File: config.mk
export PLATFORM = sky130hd
export DESIGN_NAME = dmb_fifo_reader
export DESIGN_NICKNAME = d
export VERILOG_FILES = /design/src/rtl/dmb_pkg.sv /design/src/rtl/dmb_fifo_reader.sv
export SDC_FILE = /design/constraint.sdc
export NUM_CORES = 1
export LEC_CHECK = 0
export ABC_CLOCK_PERIOD_IN_PS = 1810
export CAP_MARGIN = 30
export CORE_MARGIN = 4
export CORE_UTILIZATION = 43
export DETAILED_ROUTE_END_ITERATION = 10
export GPL_ROUTABILITY_DRIVEN = 1
export PLACE_DENSITY = 0.79
export SETUP_SLACK_MARGIN = 0.02
export SLEW_MARGIN = 20
export SYNTH_ARGS = -nofsm -noshare
export SYNTH_HDL_FRONTEND = slang
export SYNTH_SLANG_ARGS = --single-unit
File: constraint.sdc
create_clock -name clk_i -period 1.81 [get_ports clk_i]
set_input_delay 0.362 -clock clk_i [delete_from_list [all_inputs] [get_ports clk_i]]
set_output_delay 0.362 -clock clk_i [all_outputs]
set_load 0.01 [all_outputs]
File: src/rtl/dmb_pkg.sv
// Shared DMB definitions: byte width, default word width and the reader FSM state type.
package dmb_pkg;

    localparam int unsigned BYTE_W     = 8;
    localparam int unsigned DMB_WORD_W = 32;

    typedef enum logic {
        ST_IDLE,
        ST_SEND
    } rd_state_e;

endpackage

File: src/rtl/dmb_fifo_reader.sv
// Pops words from a show-ahead FIFO and streams them out one byte per cycle, LSB first,
// with a valid/ready handshake and a saturating count of words popped.
module dmb_fifo_reader
    import dmb_pkg::*;
#(
    parameter int unsigned FIFO_DATA_WIDTH = DMB_WORD_W,
    parameter int unsigned CNT_WIDTH       = 16
) (
    input  logic                       clk_i,
    input  logic                       rst_i,
    input  logic                       en_i,
    input  logic                       flush_i,
    output logic                       rdReq,
    input  logic                       rdAck,
    input  logic [FIFO_DATA_WIDTH-1:0] rdata,
    output logic                       byte_valid_o,
    input  logic                       byte_ready_i,
    output logic [BYTE_W-1:0]          byte_data_o,
    output logic                       byte_last_o,
    output logic [CNT_WIDTH-1:0]       words_rd_o
);

    localparam int unsigned NBYTES = FIFO_DATA_WIDTH / BYTE_W;
    localparam int unsigned IDX_W  = (NBYTES > 1) ? $clog2(NBYTES) : 1;
    localparam logic [IDX_W-1:0] LAST_IDX = IDX_W'(NBYTES - 1);

    rd_state_e                state_q, state_d;
    logic [FIFO_DATA_WIDTH-1:0] shift_q, shift_d;
    logic [IDX_W-1:0]         idx_q, idx_d;
    logic [CNT_WIDTH-1:0]     cnt_q, cnt_d;
    logic                     accept;
    logic                     pop;

    assign byte_valid_o = (state_q == ST_SEND);
    assign byte_data_o  = shift_q[BYTE_W-1:0];
    assign byte_last_o  = (state_q == ST_SEND) && (idx_q == LAST_IDX);
    assign words_rd_o   = cnt_q;
    assign accept       = byte_valid_o & byte_ready_i;

    // Refill is allowed when empty or as the final byte leaves, so words chain without a bubble.
    assign rdReq = ~rst_i & en_i & ~flush_i &
                   ((state_q == ST_IDLE) | (accept & byte_last_o));
    assign pop   = rdReq & rdAck;

    always_ff @(posedge clk_i or posedge rst_i) begin
        if (rst_i) begin
            state_q <= ST_IDLE;
            shift_q <= '0;
            idx_q   <= '0;
            cnt_q   <= '0;
        end else begin
            state_q <= state_d;
            shift_q <= shift_d;
            idx_q   <= idx_d;
            cnt_q   <= cnt_d;
        end
    end

    always_comb begin
        state_d = state_q;
        shift_d = shift_q;
        idx_d   = idx_q;
        cnt_d   = cnt_q;

        if (pop && (cnt_q != '1)) begin
            cnt_d = cnt_q + 1'b1;
        end

        // Flush wins over any handshake and drops the held word.
        if (flush_i) begin
            state_d = ST_IDLE;
            idx_d   = '0;
        end else if (pop) begin
            state_d = ST_SEND;
            shift_d = rdata;
            idx_d   = '0;
        end else if (accept) begin
            if (byte_last_o) begin
                state_d = ST_IDLE;
                idx_d   = '0;
            end else begin
                shift_d = shift_q >> BYTE_W;
                idx_d   = idx_q + 1'b1;
            end
        end
    end

endmodule

* Word level (Yosys, flattened, before mapping)
Cells that the tools add are included. Widths: inputs -> output; s select.
Operators by class: add/subtract/negate cells 2, equality and inequality tests 3, multiplexer cells 11, bitwise operators 10, reduce and logical (&&, ||, !) cells 7
Operators by type and width (count):
- $mux 32 | 3
- $add 16x1->16 const B | 1
- $ne 16x16->1 const B | 1
- $mux 2 | 4
- $and 1x1->1 | 6
- $reduce_bool 3->1 | 2
- $mux 1 | 4
- $not 1->1 | 3
- $reduce_and 3->1 | 1
- $add 2x1->2 const B | 1
- $eq 2x2->1 const B | 1
- $logic_and 1x1->1 | 2
- $ne 2x1->1 const B | 1
- $reduce_and 2->1 | 1
- $reduce_bool 2->1 | 1
- $or 1x1->1 | 1
Word-level totals: flip-flop bits (word level) 51, output and inout bits 27, logic and storage cells 37

* Longest topological paths before layout
depth in word-level cells 8, gate-level depth with buffers 7, depth with buffers taken out 5

* Worst setup path before layout
Ideal clock, no wire load.
kind register to register, from reg cnt_q[0], in the netlist words_rd_o[0], to reg cnt_q[12], in the netlist words_rd_o[12], setup time 125 ps, arrival 1662 ps, path slack 23 ps, cell stages (with the launch flop) 7, clock period less this slack 1787 ps, cells stage by stage dfrtp_1 > ha_1 > nand3_1 > or3_1 > buf_2 > nor3_1 > mux2_2
On the way: word-level cells in the longest chain between the ends 2, elaborated cells on any way between the ends 3
Ends and longest elaborated chain:
- start: declaration | line dmb_fifo_reader.sv:30 | logic [CNT_WIDTH-1:0] cnt_q, cnt_d;
- start signal: assignment | line dmb_fifo_reader.sv:55 | cnt_q <= cnt_d;
- parallel branches: the longest is 2 deep, another holds $add 16x1->16
Several ways; the timed one is not identified. A chain may end at the register's enable or synchronous reset.

* Final worst setup path
from in rst_i, to reg cnt_q[12], in the netlist words_rd_o[12]
On the way: word-level cells in the longest chain between the ends 6
Ends and longest elaborated chain:
- start: declaration | line dmb_fifo_reader.sv:10 | input logic rst_i,
- $not 1->1 | line dmb_fifo_reader.sv:41 | assign rdReq = ~rst_i & en_i & ~flush_i &
- $and 1x1->1 (3 in series) | line dmb_fifo_reader.sv:41
- $and 1x1->1 | line dmb_fifo_reader.sv:43 | assign pop = rdReq & rdAck;
- $logic_and 1x1->1 | line dmb_fifo_reader.sv:65 | if (pop && (cnt_q != '1)) begin
Every way passes these cells.

==> metrics.txt <==
largest net degree at the start of global routing 35; max_slew headroom between 70 and 80%; setup TNS 0 ps; fin worst setup slack around 63 ps; leak pwr around 1.6 nW; Final GP Congestion approximately 0.81; hold depth 3; routed wl met3 321 um; clk slew on worst S/H paths 90 ps; RSZ-0062 raised after global routing yes; most frequent cells in the layout clkdlybuf4s50_1, dfrtp_1, nor2_1, buf_4, o22ai_1; global route total overflow 0; drc violations 0; hpwl dp roughly 4 mm; first-pass GRT wire length 8.87 mm; final hold vios 0; CTS Root Cell clkbuf_8; Max Cap Violations 0; Mapped Area 2350 um2; Hold WC Path Type in2reg; Synth top area share 54.3%; CP Launch Type primary input; vias in the first global route approximately 1900; Syn Area/Cell approximately 11 um2; Worst Setup End Kind flip-flop; hold_buf cts 0; DRT Pass-1 Iters 4; M1 WL 2.41 mm; DRC violation total after the first TritonRoute iteration between 150 and 200; Rows 26; DR WL/cell between 15 and 20 um; initial core utilization 45.2%; ant diodes 0; Synth Warn # 0; Mapped Cells approximately 220; Port Buf Inserts 64; Netlist cell types 34; worst skew pair latency between 300 and 400 ps; pre-CTS setup slack -358 ps; Power Dens Cells 908 nW/um2; crit-path max FO 4; die width between 80 and 90 um; Num CTS Buffers 5; critical-path cell list clkdlybuf4s50_1, nand4bb_4, or3_4, nor3_4, mux2_2; Via-to-Cell Ratio roughly 5.4; Final period util 96.5%; clk_skew between 8 and 9 ps; Syn Nets between 200 and 300; FMAX ~570 MHz; crit path kind in2reg; Max clock buf depth 2; gr usage total 17.2%; DR top layer met4; area grow syn2layout 43.0%; initial antenna violation count 0; Final min period about 1700 ps; final setup violation count 0; DR WL met2 about 2.8 mm; Worst path max stage delay 450 ps; Yosys reg bits 51; Routed Antenna Nets 0; critical path arrival approximately 1900 ps; Die Area 6720 um2; WP buf/inv 1; Area contributors post-synth dfrtp_1, nor2_1, xor2_1; critical path's slowest cell clkdlybuf4s50_1; Top Ports between 60 and 70; nets 340; routed wire length about 5.6 mm; register area share after synthesis a little over half; post-synth top area cell dfrtp_1; htree depth 2; cell count of the worst reg-to-reg path 7; DIE HEIGHT between 80 and 90 um; critical path depth 5; Worst EP required approximately 2000 ps; CP top delay family simple AND/OR/NAND/NOR gates; CTS tree done; layout cell share with drive strength beyond 1 ~16%; commonest non-fill, non-tap cell in the layout clkdlybuf4s50_1; Worst VDD drop between 0.4 and 0.5 mV; Final Max Tran Viols 0; outcome complete, no violations; Clock Sinks approximately 50; worst slew pin tran around 330 ps; Core ar. around 5200 um2; vias between 1500 and 2000
## registers in the layout, indices dropped and copies added (netlist names)
register,cells
byte_valid_o,1
idx_q,2
shift_q,32
words_rd_o,16
## path summary, 6_finish.rpt
check	startpoint	endpoint	slack, ps
hold reg to reg	shift_q[17]$_DFFE_PP0P_	shift_q[17]$_DFFE_PP0P_	500
setup / recovery	rst_i	words_rd_o[12]$_DFFE_PP0P_	60
min in group asynchronous	rst_i	byte_valid_o$_DFFE_PP0P_	560
hold / removal	flush_i	idx_q[1]$_DFFE_PP0P_	430
max in group asynchronous	rst_i	shift_q[29]$_DFFE_PP0P_	1040
setup reg to reg	idx_q[0]$_DFFE_PP0P_	words_rd_o[1]$_DFFE_PP0P_	110
## synth_stat cells
cell type	instances
and2_1	2
and4_1	2
o21ai_1	1
nand3_1	5
a21bo_2	1
buf_2	4
mux2i_1	9
nor3_1	8
nor3b_1	1
ha_1	2
buf_4	8
clkbuf_1	6
inv_1	2
nor4_1	7
o22ai_1	16
nand4bb_4	1
or3_1	1
nand4bb_1	1
nand2_1	15
nor4b_1	2
mux2_2	2
nand2b_1	1
xor2_1	13
a22o_1	8
nand4_1	4
and3_1	1
a21boi_1	1
o21ai_0	9
buf_1	2
nor4_4	1
xnor2_1	1
nor2_1	35
a21oi_1	1
dfrtp_1	51
## where the power goes
part	internal, mW	switching (mW)
clock	0.419	0.387
sequential	1.37	0.147
combinational	0.439	0.292
total	2.23	0.826
## through the flow
stage,area [um2],hold WS (ps),utilization (%),power [mW],instances
6_report,3360,433,64.6,3.05,371
5_1_grt,3360,433,64.6,3.23,371
4_1_cts,3330,509,64.0,3.09,370
3_5_place_dp,3200,484,61.5,2.28,362
3_3_place_gp,3200,478,61.5,2.25,362
2_1_floorplan,2350,435,-,1.90,224
## final cells by class
| cell class | count | area, um2 |
|---|---|---|
| clock buffers | 5 | 68.8 |
| clock inverters | 3 | 47.5 |
| fillers | 422 | 1840 |
| inverters | 2 | 7.51 |
| multi-input cells | 151 | 997 |
| flip-flops and latches | 51 | 1280 |
| well taps | 70 | 87.6 |
| repair buffers | 89 | 878 |
## logic make-up after synthesis
logic type / after synthesis / synth area share, %
AOI/OAI and AO/OA: 37 / 10.3
xor gates and xnor gates: 14 / 5.21
adders and majority gates: 2 / 1.06
buffers and inverters: 22 / 5.00
DFF: 51 / 54.3
muxes: 11 / 4.79
and+or+nand+nor: 87 / 19.4
## repair_timing
item / CTS / global route
endpoints found under the setup margin: 5 / 23
gates resized for setup: 11 / 8
pin swaps: 0 / 2
setup buffers: 0 / 1
cloned: 0 / 0
## per-layer routing
layer	track usage, %	up-vias
met5	0	-
met4	5.81	0
met3	3.84	4
met2	29.3	64
met1	21.6	987
li1	-	943
## worst reg2reg max path: stages, from the launching register on
cell	delay, ps
dfrtp_1	370
ha_2	200
buf_4	120
a21bo_2	120
nand2b_1	50
buf_4	170
nor2_1	190
mux2_2	360
Note: power is estimated with default switching activity, not from simulation.
